===== src/rtl/ysyx_23060278_encoder.sv =====
// RV32 instruction encoder: packs decoded fields into 32-bit words, with an
// optional LI pseudo-op expansion enabled by YSYX_23060278_ENCODER_LI_EN.
// Ports:
//   clk, rst (sync, active-high)
//   in_valid/in_ready + in_fmt, in_opcode, in_func3, in_func7,
//   in_rs1, in_rs2, in_rd, in_imm      : request side
//   out_valid/out_ready + out_inst, out_last, out_err : word stream side
module ysyx_23060278_encoder (
    input  logic        clk,
    input  logic        rst,
    input  logic        in_valid,
    output logic        in_ready,
    input  logic [2:0]  in_fmt,
    input  logic [6:0]  in_opcode,
    input  logic [2:0]  in_func3,
    input  logic [6:0]  in_func7,
    input  logic [4:0]  in_rs1,
    input  logic [4:0]  in_rs2,
    input  logic [4:0]  in_rd,
    input  logic [31:0] in_imm,
    output logic        out_valid,
    input  logic        out_ready,
    output logic [31:0] out_inst,
    output logic        out_last,
    output logic        out_err
);

    typedef enum logic [1:0] {
        IDLE  = 2'd0,
        EMIT  = 2'd1,
        EMIT2 = 2'd2
    } state_t;

    state_t      state, state_n;
    logic        valid_n, last_n, err_n;
    logic [31:0] inst_n;
    logic [31:0] pend, pend_n;

    logic [31:0] enc_first, enc_second;
    logic        enc_last, enc_err;
    logic        accept, advance;

`ifdef YSYX_23060278_ENCODER_LI_EN
    // Upper part rounded so that the sign-extended ADDI lands on imm.
    logic [19:0] li_hi;
    assign li_hi = in_imm[31:12] + {19'd0, in_imm[11]};
`endif

    always_comb begin
        enc_first  = 32'd0;
        enc_second = 32'd0;
        enc_last   = 1'b1;
        enc_err    = 1'b0;
        case (in_fmt)
            3'd0: enc_first = {in_func7, in_rs2, in_rs1, in_func3,
                               in_rd, in_opcode};
            3'd1: enc_first = {in_imm[11:0], in_rs1, in_func3,
                               in_rd, in_opcode};
            3'd2: enc_first = {in_imm[11:5], in_rs2, in_rs1, in_func3,
                               in_imm[4:0], in_opcode};
            3'd3: enc_first = {in_imm[12], in_imm[10:5], in_rs2, in_rs1,
                               in_func3, in_imm[4:1], in_imm[11],
                               in_opcode};
            3'd4: enc_first = {in_imm[31:12], in_rd, in_opcode};
            3'd5: enc_first = {in_imm[20], in_imm[10:1], in_imm[11],
                               in_imm[19:12], in_rd, in_opcode};
            3'd6: begin
`ifdef YSYX_23060278_ENCODER_LI_EN
                if (li_hi != 20'd0) begin
                    enc_first  = {li_hi, in_rd, 7'b0110111};
                    enc_second = {in_imm[11:0], in_rd, 3'b000,
                                  in_rd, 7'b0010011};
                    enc_last   = 1'b0;
                end else begin
                    enc_first = {in_imm[11:0], 5'd0, 3'b000,
                                 in_rd, 7'b0010011};
                end
`else
                enc_err = 1'b1;
`endif
            end
            default: enc_err = 1'b1;
        endcase
    end

    // A new request may overlap the hand-off of a final word.
    assign in_ready = !rst &&
                      ((state == IDLE) ||
                       (state == EMIT && out_last && out_ready));
    assign accept   = in_valid && in_ready;
    assign advance  = out_valid && out_ready;

    always_comb begin
        state_n = state;
        valid_n = out_valid;
        inst_n  = out_inst;
        last_n  = out_last;
        err_n   = out_err;
        pend_n  = pend;
        case (state)
            IDLE: begin
                if (accept) begin
                    state_n = EMIT;
                    valid_n = 1'b1;
                    inst_n  = enc_first;
                    last_n  = enc_last;
                    err_n   = enc_err;
                    pend_n  = enc_second;
                end
            end
            EMIT: begin
                if (advance) begin
                    if (!out_last) begin
                        state_n = EMIT2;
                        inst_n  = pend;
                        last_n  = 1'b1;
                    end else if (accept) begin
                        state_n = EMIT;
                        valid_n = 1'b1;
                        inst_n  = enc_first;
                        last_n  = enc_last;
                        err_n   = enc_err;
                        pend_n  = enc_second;
                    end else begin
                        state_n = IDLE;
                        valid_n = 1'b0;
                    end
                end
            end
            EMIT2: begin
                if (advance) begin
                    state_n = IDLE;
                    valid_n = 1'b0;
                end
            end
            default: begin
                state_n = IDLE;
                valid_n = 1'b0;
            end
        endcase
    end

    always_ff @(posedge clk) begin
        if (rst) begin
            state     <= IDLE;
            out_valid <= 1'b0;
            out_inst  <= 32'd0;
            out_last  <= 1'b0;
            out_err   <= 1'b0;
            pend      <= 32'd0;
        end else begin
            state     <= state_n;
            out_valid <= valid_n;
            out_inst  <= inst_n;
            out_last  <= last_n;
            out_err   <= err_n;
            pend      <= pend_n;
        end
    end

endmodule

===== config.mk =====
export PLATFORM = sky130hd
export DESIGN_NAME = ysyx_23060278_encoder
export DESIGN_NICKNAME = d
export VERILOG_FILES = /design/src/rtl/ysyx_23060278_encoder.sv
export SDC_FILE = /design/constraint.sdc
export NUM_CORES = 1
export LEC_CHECK = 0
export CAP_MARGIN = 20
export CORE_MARGIN = 2
export CORE_UTILIZATION = 41
export DETAILED_ROUTE_END_ITERATION = 10
export PLACE_DENSITY = 0.95
export SETUP_SLACK_MARGIN = 0.05
export SYNTH_ARGS = -nofsm -noshare
export SYNTH_HDL_FRONTEND = slang
export SYNTH_SLANG_ARGS = --single-unit

===== constraint.sdc =====
create_clock -name clk -period 3.15 [get_ports clk]
set_input_delay 0.63 -clock clk [delete_from_list [all_inputs] [get_ports clk]]
set_output_delay 0.63 -clock clk [all_outputs]
set_load 0.01 [all_outputs]

==> results.txt <==
Req. time, crit path: 2520 ps
die width: 71.0 um
sequential area share after synthesis: 0.402
post-CTS resize count: 0
latest clock arrival within the worst-skew pair: 280 ps
Reg power frac: 0.441
RSZ-0062 raised after global routing: no
post-CTS setup buffer count: 0
FF+latch count, synth: 37
leading area contributor after synthesis: dfxtp_1
count leader, synth: dfxtp_1
max frequency: 0.357 GHz
placement row count: 24
maximum buffer depth of the clock tree: 2
crit share post-route: 0.888
Post-synth EDFFs: 0
slowest library cell on the worst path: clkdlybuf4s50_1
clock root buffer: clkbuf_8
Nets: 391
synthesized instance count: 216
clk_skew: 2.60 ps
reg2reg setup slack: 950 ps
Post-DP HPWL: 4380 um
most common library cells after synthesis: dfxtp_1 (37), nor2_1 (30), a221oi_1 (21), nor3_1 (21), a22o_1 (16)
CTS sink count: 37
via/cell ratio: 5.54
dpl cells: 365
CTS tree: yes
crit start category: primary input
reg-to-reg startpoint: state[1]
Hold Crit Class: reg2reg
Final Slew Violations: 0
GPL Wtd Cong: 0.949
Cell Area, Synth: 1840 um^2
hold buffers post-CTS: 0
total power: 1190 uW
Yosys cell types: 30
Post-DP Area: 2950 um^2
arrival time worst endpoint: 2170 ps
slew margin rel.: 0.475
Die H: 71.0 um
remaining global-route overflow: 0
Worst path depth: 4
delay-heaviest family, CP: buffers and inverters
initial core utilization: 0.423
Worst Setup SP: out_ready
final hold vios: 0
asr flop ratio synth: 0
internal power: 853 uW
vias in the first global route: 2,046
leakage power: 0.00110 uW
CP endpoint kind: output pin
cells on worst reg2reg path: 4
reg2reg end: out_inst[10]
VDD IR-drop max: 0.221 mV
outcome: finished clean
gr usage total: 0.233
antenna violations before repair: 0
Synth warnings: 0
I/O Buffers: 106
pin count of the biggest net entering global routing: 38
Most Frequent Cell on Critical Path: clkdlybuf4s50_1
fin area: 3030 um^2
slew of the pin with the lowest slew margin: 787 ps
Final setup viols: 0
IO Pins: 107
WL/cell: 15.7 um
# Max-Cap Violations: 0
number of DRC markers in iteration 0: 90
layout cells sized above 1: 0.0717
power per cell area: 392 nW/um^2
Routed WL: 5860 um
die area: 5040 um^2
ys flop type: dfxtp_1
first-pass GRT wire length: 9440 um
H-Tree Depth: 2
CTS clock-pin slew for the worst setup and hold paths: 80 ps
CP endpoint: in_ready
Mapped Avg Cell Area: 8.53 um^2
Num CTS Buffers: 5
Post-Route Setup TNS: 0 ps
core area: 4350 um^2
NetSw: 335 uW
crit-path max FO: 5
Combinational Power Share: 0.286
DRC Markers: 0
Syn Nets: 287
routed vias: 2,068
Area Growth Syn to Fin: 64.7%
CP peak stage delay: 590 ps
Synth top area share: 0.402
DRT Pass-1 Iters: 4
Sw Ratio: 0.282
clock share of power: 0.273
dpl ws: 252 ps
Buf+Inv Stages, Crit Path: 2
Non-Filler Instances: 373
critical path, cell by cell: clkdlybuf4s50_1 -> a21boi_0 -> nor3_1 -> clkdlybuf4s50_1
Critical Setup Path Class: in2out
Post-DRT Antenna Nets: 0
worst setup margin: 351 ps
Antenna diodes: 0
clock period minus worst slack: 2800 ps
Synth area leaders: dfxtp_1 (40%), a221oi_1 (10%), a22o_1 (7.6%)
worst min path at each step:
| stage | start | end | slack [ps] | depth (start not counted) |
|---|---|---|---|---|
| 5_1_grt | out_inst[2] | out_inst[2] | 480 | 2 |
| 4_1_cts | out_inst[2] | out_inst[2] | 450 | 2 |
| 3_5_place_dp | out_inst[5] | out_inst[5] | 440 | 2 |
| 3_3_place_gp | out_inst[4] | out_inst[4] | 440 | 2 |
| 6_report | out_inst[5] | out_inst[5] | 450 | 2 |
| 2_1_floorplan | out_inst[0] | out_inst[0] | 480 | 2 |
registers in the layout (all words and copies together), names as in the netlist:
register,flops
out_err,1
out_valid,1
out_last,1
state,2
out_inst,32
power by group through the flow:
stage               sequential, uW  clock, uW  combinational [uW]
detailed placement             534          0                 340
finish                         524        325                 341
global placement               533          0                 334
CTS                            524        331                 342
floorplan                      545          0                 138
global route                   527        356                 368
through the flow:
| step | util | hold slack (ps) |
|---|---|---|
| finish | 0.697 | 452 |
| global route | 0.697 | 479 |
| global placement | 0.677 | 437 |
| CTS | 0.697 | 455 |
| detailed placement | 0.677 | 444 |
| floorplan | - | 476 |
logic make-up (layout without fill, tap and decap cells):
group                  Yosys count  in the layout  synth area share
multiplexers                     4              4            0.0224
AND/OR/NAND/NOR                 82             82             0.209
flip-flops                      37             37             0.402
buffers and inverters           23            128            0.0673
AO/OA/AOI/OAI                   70             70             0.300
metal layers:
layer / GRT usage / up-vias / wire (um)
met2: 0.412 / 93 / 2940
li1: - / 1019 / -
met1: 0.274 / 943 / 2320
met5: 0 / - / 0
met3: 0.0513 / 13 / 452
met4: 0.0901 / 0 / 147
placed cells by master, fill, tap and decap left out, types with 2 or more instances in the layout:
cell type	n
a211oi_1	5
mux2i_1	3
nand2_1	11
nand2b_1	4
buf_4	9
inv_1	3
clkdlybuf4s50_1	106
nand3_1	10
nor3_1	21
a22oi_1	5
dfxtp_1	37
clkbuf_8	5
clkinv_2	2
a221oi_1	21
nor2_1	30
a22o_1	16
o21ai_0	3
o22ai_1	2
a21oi_1	14
worst register-to-register path, delay by kind of cell (launching register included):
family,cells,cell delay (ps)
and+or+nand+nor,2,550
AOI/OAI and AO/OA,2,1120
DFF,1,420
area by class of cell:
cell class,instances,area (um^2)
Clock inverter,3,17.5
Timing Repair Buffer,116,1150
Fill cell,362,1320
Sequential cell,37,741
Clock buffer,5,68.8
Tap cell,52,65.1
Inverter,4,15.0
Multi-Input combinational cell,156,977
No activity file was read; power rests on OpenSTA's default activity.
